$ cat config.mk
export PLATFORM = sky130hd
export DESIGN_NAME = cc_miss_req_unit
export DESIGN_NICKNAME = d
export VERILOG_FILES = /design/src/rtl/cc_pkg.sv /design/src/rtl/cc_miss_addr_fifo.sv /design/src/rtl/cc_miss_req_unit.sv
export SDC_FILE = /design/constraint.sdc
export NUM_CORES = 1
export LEC_CHECK = 0
export ABC_AREA = 1
export CAP_MARGIN = 20
export CELL_PAD_IN_SITES_DETAIL_PLACEMENT = 1
export CELL_PAD_IN_SITES_GLOBAL_PLACEMENT = 2
export CORE_UTILIZATION = 26
export DETAILED_ROUTE_END_ITERATION = 10
export HOLD_SLACK_MARGIN = 0.03
export PLACE_DENSITY_LB_ADDON = 0.1
export SLEW_MARGIN = 20
export SYNTH_ARGS = -nofsm -noshare
export SYNTH_HDL_FRONTEND = slang
export SYNTH_SLANG_ARGS = --single-unit
$ cat constraint.sdc
create_clock -name clk -period 7.4 [get_ports clk]
set_input_delay 1.48 -clock clk [delete_from_list [all_inputs] [get_ports clk]]
set_output_delay 1.48 -clock clk [all_outputs]
set_load 0.01 [all_outputs]
$ cat src/rtl/cc_pkg.sv
// Shared cache-controller definitions: AXI line-fill constants, miss FSM
// states and the address field layout the fill unit decodes.
package cc_pkg;

  localparam logic [3:0] CC_ARLEN_LINE   = 4'd7;
  localparam logic [2:0] CC_ARSIZE_8B    = 3'd3;
  localparam logic [1:0] CC_ARBURST_WRAP = 2'b10;

  // Line address layout: [31:15] tag, [14:6] set index, [5:3] dword, [2:0] byte
  localparam int CC_BYTE_OFF_W = 3;
  localparam int CC_WORD_OFF_W = 3;
  localparam int CC_INDEX_W    = 9;
  localparam int CC_TAG_W      = 17;

  typedef enum logic {
    CC_MISS_IDLE,
    CC_MISS_AR_REQ
  } cc_miss_state_e;

  function automatic logic [31:0] cc_dw_align(input logic [31:0] addr);
    return addr & ~((32'd1 << CC_BYTE_OFF_W) - 32'd1);
  endfunction

endpackage

$ cat src/rtl/cc_miss_addr_fifo.sv
// Show-ahead synchronous FIFO; pointers carry an extra wrap bit so full and
// empty are distinguishable. Storage is intentionally left unreset.
module cc_miss_addr_fifo #(
  parameter int WIDTH = 32,
  parameter int DEPTH = 4
) (
  input  logic                       clk,
  input  logic                       rst,
  input  logic                       wr_en_i,
  input  logic [WIDTH-1:0]           wdata_i,
  input  logic                       rd_en_i,
  output logic [WIDTH-1:0]           rdata_o,
  output logic                       full_o,
  output logic                       empty_o,
  output logic [$clog2(DEPTH):0]     count_o
);

  localparam int AW = $clog2(DEPTH);
  localparam logic [AW:0] PTR_ONE = {{AW{1'b0}}, 1'b1};

  logic [AW:0]      wptr_q;
  logic [AW:0]      rptr_q;
  logic [WIDTH-1:0] mem_q [DEPTH];
  logic             push;
  logic             pop;

  assign empty_o = (wptr_q == rptr_q);
  assign full_o  = (wptr_q[AW] != rptr_q[AW]) && (wptr_q[AW-1:0] == rptr_q[AW-1:0]);
  assign count_o = wptr_q - rptr_q;
  assign rdata_o = mem_q[rptr_q[AW-1:0]];

  // Pops of an empty FIFO are dropped here so callers need not qualify rd_en_i
  assign push = wr_en_i & ~full_o;
  assign pop  = rd_en_i & ~empty_o;

  always_ff @(posedge clk or posedge rst) begin
    if (rst) begin
      wptr_q <= '0;
      rptr_q <= '0;
    end else begin
      if (push) wptr_q <= wptr_q + PTR_ONE;
      if (pop)  rptr_q <= rptr_q + PTR_ONE;
    end
  end

  always_ff @(posedge clk) begin
    if (push) mem_q[wptr_q[AW-1:0]] <= wdata_i;
  end

endmodule

$ cat src/rtl/cc_miss_req_unit.sv
// Miss front end: one outstanding AR line-fill request at a time, with every
// issued line address queued for the downstream fill unit.
module cc_miss_req_unit
  import cc_pkg::*;
#(
  parameter int FIFO_DEPTH = 4
) (
  input  logic                          clk,
  input  logic                          rst,
  input  logic                          miss_i,
  input  logic [31:0]                   miss_addr_i,
  output logic                          miss_ready_o,
  output logic                          mem_arvalid_o,
  input  logic                          mem_arready_i,
  output logic [31:0]                   mem_araddr_o,
  output logic [3:0]                    mem_arlen_o,
  output logic [2:0]                    mem_arsize_o,
  output logic [1:0]                    mem_arburst_o,
  output logic                          miss_addr_fifo_empty_o,
  output logic [31:0]                   miss_addr_fifo_rdata_o,
  input  logic                          miss_addr_fifo_rden_i,
  output logic [$clog2(FIFO_DEPTH):0]   miss_pending_o
);

  cc_miss_state_e state_q;
  logic [31:0]    araddr_q;
  logic           arvalid_q;
  logic           fifo_full;
  logic           accept;
  logic [31:0]    miss_line_addr;

  assign miss_line_addr = cc_dw_align(miss_addr_i);

  // Ready comes only from registered state and registered full, so a pop
  // in the same cycle cannot open the door early.
  assign miss_ready_o = (state_q == CC_MISS_IDLE) & ~fifo_full;
  assign accept       = miss_i & miss_ready_o;

  assign mem_arvalid_o = arvalid_q;
  assign mem_araddr_o  = araddr_q;
  assign mem_arlen_o   = CC_ARLEN_LINE;
  assign mem_arsize_o  = CC_ARSIZE_8B;
  assign mem_arburst_o = CC_ARBURST_WRAP;

  always_ff @(posedge clk or posedge rst) begin
    if (rst) begin
      state_q   <= CC_MISS_IDLE;
      araddr_q  <= '0;
      arvalid_q <= 1'b0;
    end else begin
      case (state_q)
        CC_MISS_IDLE: begin
          if (accept) begin
            araddr_q  <= miss_line_addr;
            arvalid_q <= 1'b1;
            state_q   <= CC_MISS_AR_REQ;
          end
        end
        CC_MISS_AR_REQ: begin
          if (mem_arready_i) begin
            arvalid_q <= 1'b0;
            state_q   <= CC_MISS_IDLE;
          end
        end
        default: begin
          arvalid_q <= 1'b0;
          state_q   <= CC_MISS_IDLE;
        end
      endcase
    end
  end

  cc_miss_addr_fifo #(
    .WIDTH (32),
    .DEPTH (FIFO_DEPTH)
  ) u_miss_addr_fifo (
    .clk     (clk),
    .rst     (rst),
    .wr_en_i (accept),
    .wdata_i (miss_line_addr),
    .rd_en_i (miss_addr_fifo_rden_i),
    .rdata_o (miss_addr_fifo_rdata_o),
    .full_o  (fifo_full),
    .empty_o (miss_addr_fifo_empty_o),
    .count_o (miss_pending_o)
  );

endmodule

==> results.md, run 1 <==
- # IOs: around 120
- Syn-to-layout area delta: 30.8%
- Hold Path Stages: 2
- Crit Reg-Reg Endpoint: u_miss_addr_fifo.mem_q[3][6]
- Startpoint types: register
- Worst Path Arrival: ~3.3 ns
- ANT nets after route: 0
- Initial antenna violation count: 0
- Core Area: 22800 um2
- Post-route insts no fill: between 900 and 1000
- Final worst path period share: 0.644
- Status: finished clean
- Post-Syn Instances: 498
- Clock root buffer: clkbuf_16
- Worst r2r path cells: 8
- Vias post-DR: 4094
- Pleak: ~3.0 nW
- Netlist Area Pre-Place: between 6000 and 7000 um2
- Fmax: roughly 210 MHz
- Hold buffers post-CTS: 0
- Final Hold Violating Endpoints: 0
- Ys Warns: 0
- Die W: 155 um
- Reg clk slew, reported paths: 0.06 ns
- Starting Density: 0.268
- Hold_sp: mem_araddr_o[8]
- # clock sinks: ~150
- WS Path Type: reg -> out
- DPL Wire Length: between 10 and 15 mm
- Design Area, Final: roughly 8000 um2
- Vias in the first global route: approximately 4300
- Post-CTS Resized: 0
- CTS tree: built
- Post-synth EDFFs: approximately 120
- Port Buffers: slightly below 100
- Placed Instance Area: ~7400 um2
- Total CTS buffers: 17
- Slew margin rel.: 0.298
- Worst path required time: 5.92 ns
- Fin crit period: between 4 and 5 ns
- N_diodes: 0
- Setup Buffers After CTS: 0
- Die Span Y: 155 um
- Fin Setup TNS: 0 ns
- Sequential area share after synthesis: 0.720
- Crit end category: output port
- Worst Hold Class: reg -> reg
- Slack of the worst reg-to-reg path: roughly 2.9 ns
- Routed len/inst: 18.8 um
- Tot GR Track Use: 0.151
- Drt total wl: about 17 mm
- Placed insts: 882
- Crit Path Max Fanout: around 60
- Main flop type after synthesis: edfxtp_1
- Most frequent cells in the layout: 116 x edfxtp_1, 96 x clkdlybuf4s50_1, 81 x nand2_1
- Largest net degree at the start of global routing: 60
- Layout Skew: 0.00903 ns
- RD Place Congestion: ~0.7
- Worst Tran Pin Value: 1.05 ns
- VDD IR max: between 150 and 200 uV
- Worst hold endpoint: mem_araddr_o[8]
- #FFs+latches synth: approximately 150
- Fillers: between 2000 and 3000
- H-tree depth reported by CTS: 4
- Pwr Total: about 0.0036 W
- Final design utilization: 0.351
- RSZ-0062 raised after global routing: no
- Unique cell type count in the Yosys netlist: 23
- DIE AREA: approximately 24000 um2
- Synth Area per Inst: 12.3 um2
- Cell Pwr Density: between 400 and 500 nW/um2
- Worst skew pair latency: about 0.43 ns
- First-pass GRT wire length: around 26 mm
- R2r startpoint: u_miss_addr_fifo.rptr_q[0]
- Core Rows: 55
- Commonest non-fill, non-tap cell in the layout: edfxtp_1
- Drt initial violations: 193
- Slew Limit Fails: 0
- Residual DRC: 0
- Max Root-Sink Buffers: 2
- Layout Nets: 634
- Setup violations, final: 0
- Routed vias/inst: around 4.5
- FFs w/ async S/R, synth: 0.242
- Max_cap viols: 0
- Share of cells above drive strength 1: 0.0880
- Pre-antenna DRT Iters: 4
- Overflow after GRT: 0
==> cells in the mapped netlist, drive strengths merged (2+ instances only) <==
library cell | n | area (um2)
buf | 27 | 186
clkbuf | 20 | 75.1
conb | 2 | 7.51
dfrtp | 37 | 926
edfxtp | 116 | 3480
ha | 7 | 87.6
inv | 15 | 56.3
nand2 | 82 | 310
nand3 | 5 | 35.0
nand4 | 32 | 200
nor2 | 62 | 233
o21ai | 59 | 295
o22ai | 29 | 181
xor2 | 2 | 17.5
==> layout make-up <==
type | count | area, um2 | area share
inverter | 16 | 60.1 | 0.00749
tap | 313 | 392 | 0.0489
sequential | 153 | 4410 | 0.550
clock inverter | 13 | 169 | 0.0211
timing repair buffer | 106 | 1050 | 0.131
multi-input combinational | 295 | 1470 | 0.184
clock buffer | 19 | 464 | 0.0579
==> registers in the layout, summed over array words and instances (netlist names) <==
name,count
u_miss_addr_fifo.wptr_q,3
state_q,1
u_miss_addr_fifo.rptr_q,3
mem_arvalid_o,1
u_miss_addr_fifo.mem_q,116
mem_araddr_o,29
==> power breakdown <==
group	total, W	internal, W	switching, W
registers	0.00125	0.00114	0.000108
logic	0.00142	0.000604	0.000815
clock network	0.000914	0.000562	0.000353
==> cell families (layout without fill, tap and decap cells) <==
family	Yosys count	after routing	synth area share
AND/OR/NAND/NOR	181	181	0.127
flip-flops	153	153	0.720
AO/OA/AOI/OAI	89	89	0.0789
buffers and inverters	63	154	0.0525
adder cells (fa/ha/maj)	8	8	0.0176
other	2	15	0.00123
XOR/XNOR	2	2	0.00286
==> how the worst max path moves through the flow <==
stage	from	to	slack (ns)	cells past startpoint
2_1_floorplan	miss_i	u_miss_addr_fifo.mem_q[0][0]	3.69	5
3_3_place_gp	u_miss_addr_fifo.rptr_q[0]	u_miss_addr_fifo.mem_q[3][1]	2.70	8
3_5_place_dp	u_miss_addr_fifo.rptr_q[0]	u_miss_addr_fifo.mem_q[3][28]	2.62	8
4_1_cts	u_miss_addr_fifo.rptr_q[0]	miss_addr_fifo_rdata_o[5]	2.55	5
5_1_grt	u_miss_addr_fifo.rptr_q[0]	miss_addr_fifo_rdata_o[22]	2.42	5
6_report	u_miss_addr_fifo.rptr_q[0]	miss_addr_fifo_rdata_o[5]	2.63	5
==> layer usage <==
metal / GRT usage / routed length (um) / up-vias / share of wire
met3: 0.0331 / 831 / 19 / 0.048
met2: 0.248 / 8170 / 112 / 0.47
met4: 0.0476 / 219 / 0 / 0.013
met5: 0 / 0 / - / 0
li1: - / - / 1931 / -
met1: 0.198 / 8010 / 2032 / 0.46
==> stage by stage <==
step	hold WS [ns]	worst slack, ns
after floorplan	0.484	3.69
after global placement	0.455	2.70
after detailed placement	0.462	2.62
after CTS	0.478	2.55
after global routing	0.500	2.42
final	0.470	2.63
==> worst max-delay path, cell delays in order (launching register included) <==
cell and delay, ns:
dfrtp_2 0.61, buf_4 0.35, inv_2 0.80, o21ai_0 0.21
o22ai_1 0.28, clkdlybuf4s50_1 0.60
No activity file was read; power rests on OpenSTA's default activity.
==> inputs of run 2 (changes only) <==
==> constraint.sdc (replaced) <==
create_clock -name clk -period 4.7 [get_ports clk]
set_input_delay 0.94 -clock clk [delete_from_list [all_inputs] [get_ports clk]]
set_output_delay 0.94 -clock clk [all_outputs]
set_load 0.01 [all_outputs]
==> run 2 against run 1 <==
Against the previous run:
- utilization about the same
- routed wire length increased by 0.57%
- via count decreased by 0.15%
- total power increased by 56%
- final cell count increased by 0.11%
==> results.md, run 2 (synthesis results as in run 1) <==
- Worst Path Arrival: 2.74 ns (-0.55 ns)
- # clock sinks: 153 (unchanged)
- Pwr Total: 0.00557 W (+56%)
- Worst r2r path cells: 7 (-1)
- Slew Limit Fails: 0 (unchanged)
- ANT nets after route: 0 (unchanged)
- Die W: 155 um (unchanged)
- Routed len/inst: 18.9 um (+0.46%)
- VDD IR max: 334 uV (+84%)
- Layout Skew: 0.0137 ns (+0.00462 ns)
- Commonest non-fill, non-tap cell in the layout: edfxtp_1
- Fmax: 272 MHz
- Vias post-DR: 4088 (-0.15%)
- Share of cells above drive strength 1: 0.0879 (-0.000146)
- First-pass GRT wire length: 26.2 mm (-0.44%)
- Worst path required time: 3.76 ns (-2.16 ns)
- Max FFs per register: 116 (unchanged)
- Vias in the first global route: 4352 (+0.88%)
- Die Span Y: 155 um (unchanged)
- DPL Wire Length: 10.2 mm (+1.7%)
- H-tree depth reported by CTS: 4 (unchanged)
- Fin crit period: about 3.7 ns
- Layout Nets: 635 (+0.16%)
- Drt total wl: 17.3 mm (+0.57%)
- N_diodes: 0 (unchanged)
- Drt initial violations: 139 (-28%)
- Slew margin rel.: 0.301 (+0.00305)
- Max Root-Sink Buffers: 2 (unchanged)
- Reg clk slew, reported paths: 0.06 ns (about the same)
- Hold Path Stages: 2 (unchanged)
- CTS tree: built
- Port Buffers: 97 (unchanged)
- Largest net degree at the start of global routing: 62 (+3.3%)
- Pre-antenna DRT Iters: 4 (unchanged)
- Final worst path period share: 0.783
- Core Area: 22800 um2 (unchanged)
- Startpoint types: register
- Core Rows: 55 (unchanged)
- Most frequent cells in the layout: 116 x edfxtp_1, 96 x clkdlybuf4s50_1, 81 x nand2_1
- Placed insts: 883 (+0.11%)
- Starting Density: 0.268 (unchanged)
- Final Hold Violating Endpoints: 0 (unchanged)
- Crit path buffers/inverters: 3 (unchanged)
- Critical path's largest stage delay: 0.57 ns (-0.23 ns)
- Clock root buffer: clkbuf_16
- Cell Pwr Density: 695 nW/um2 (+56%)
- Residual DRC: 0 (unchanged)
- Overflow after GRT: 0 (unchanged)
- Register area: 4410 um2 (unchanged)
- Fin Setup TNS: 0 ns (unchanged)
- Post-CTS Resized: 0 (unchanged)
- Syn-to-layout area delta: 30.8% (about the same)
- Max_cap viols: 0 (unchanged)
- Pleak: 2.97 nW (-0.32%)
- Crit path cell chain: buf_4 > ha_1 > inv_1 > fa_1 > xor2_1 > clkdlybuf4s50_1
- Area occupied by multi-input gates: 1470 um2 (unchanged)
- Status: finished clean
- Worst path slowest cell: clkdlybuf4s50_1
- Post-route insts no fill: 916 (+0.11%)
- Crit end category: output port
- Worst Hold Class: reg -> reg
- WS Path Type: reg -> out
- DIE AREA: 24200 um2 (unchanged)
- Setup Buffers After CTS: 0 (unchanged)
- # IOs: 116 (unchanged)
- Slack of the worst reg-to-reg path: 1.19 ns (-1.68 ns)
- Setup violations, final: 0 (unchanged)
- Initial antenna violation count: 0 (unchanged)
- R2r startpoint: u_miss_addr_fifo.rptr_q[0]
- RD Place Congestion: 0.703 (+2.9%)
- Crit Path Max Fanout: 61 (+3.4%)
- Largest delay share family, worst path: buffers and inverters
- Post-route worst setup slack: 1.02 ns (-1.61 ns)
- Hold_sp: mem_araddr_o[7]
- RSZ-0062 raised after global routing: no
- Fillers: 2462 (-1.5%)
- Pre-CTS setup slack: 1.02 ns (-1.59 ns)
- Worst hold endpoint: mem_araddr_o[7]
- Tot GR Track Use: 0.149 (-0.00190)
- Hold buffers post-CTS: 0 (unchanged)
- Crit Reg-Reg Endpoint: u_miss_addr_fifo.mem_q[1][5]
- Final Hold Slack: 0.478 ns (+0.00758 ns)
- Routed vias/inst: 4.46 (-0.26%)
- Total CTS buffers: 17 (unchanged)
- Worst skew pair latency: 0.42 ns (about the same)
- Worst Tran Pin Value: 1.05 ns (-0.00456 ns)
run 2: changes by cell type in the layout (fill, tap and decap cells not counted), sizes merged:
cell,previous run,this run
clkinv,10,6
inv,15,18
bufinv,3,1
clkbuf,19,21
buf,10,11
clkinvlp,1,2
run 2: cell type report:
type,instances,share of cell area
Sequential cell,153,0.551
Multi-Input combinational cell,295,0.184
Timing Repair Buffer,107,0.137
Clock buffer,21,0.0587
Tap cell,313,0.0489
Clock inverter,11,0.0139
Inverter,16,0.00750
run 2: worst max-delay path by stage:
| stage | from | endpoint | depth (start not counted) |
|---|---|---|---|
| final | u_miss_addr_fifo.rptr_q[0] | miss_pending_o[2] | 6 |
| after global routing | u_miss_addr_fifo.rptr_q[0] | miss_pending_o[2] | 6 |
| after CTS | u_miss_addr_fifo.rptr_q[0] | miss_pending_o[2] | 6 |
| after detailed placement | u_miss_addr_fifo.rptr_q[0] | u_miss_addr_fifo.mem_q[1][6] | 7 |
| after global placement | u_miss_addr_fifo.rptr_q[0] | u_miss_addr_fifo.mem_q[3][1] | 7 |
| after floorplan | u_miss_addr_fifo.rptr_q[1] | u_miss_addr_fifo.mem_q[0][0] | 10 |
run 2: report_power, final:
| part | total, W | internal (W) | switching [W] |
|---|---|---|---|
| Sequential | 0.00193 | 0.00179 | 0.000137 |
| Combinational | 0.00231 | 0.000979 | 0.00133 |
| Clock | 0.00133 | 0.000778 | 0.000550 |
| Total | 0.00557 | 0.00355 | 0.00202 |
run 2: per-stage QoR:
stage / utilization / area (um2)
floorplan: - / 6170
global placement: 0.322 / 7350
detailed placement: 0.324 / 7410
CTS: 0.350 / 7990
global route: 0.351 / 8010
finish: 0.351 / 8010
run 2: worst register-to-register path: stages, from the launching register on:
cell,delay [ns]
dfrtp_2,0.36
buf_4,0.53
ha_1,0.37
nand2_1,0.06
inv_1,0.06
nand3_2,0.08
nand3_2,0.58
nor2_4,1.07
run 2: layer usage:
layer  vias up  track usage  wire length [um]
met3        13       0.0284               539
met2        83        0.238              8190
met4         0       0.0551               208
met5         -            0                 0
met1      2065        0.201              8390
li1       1927            -                 -
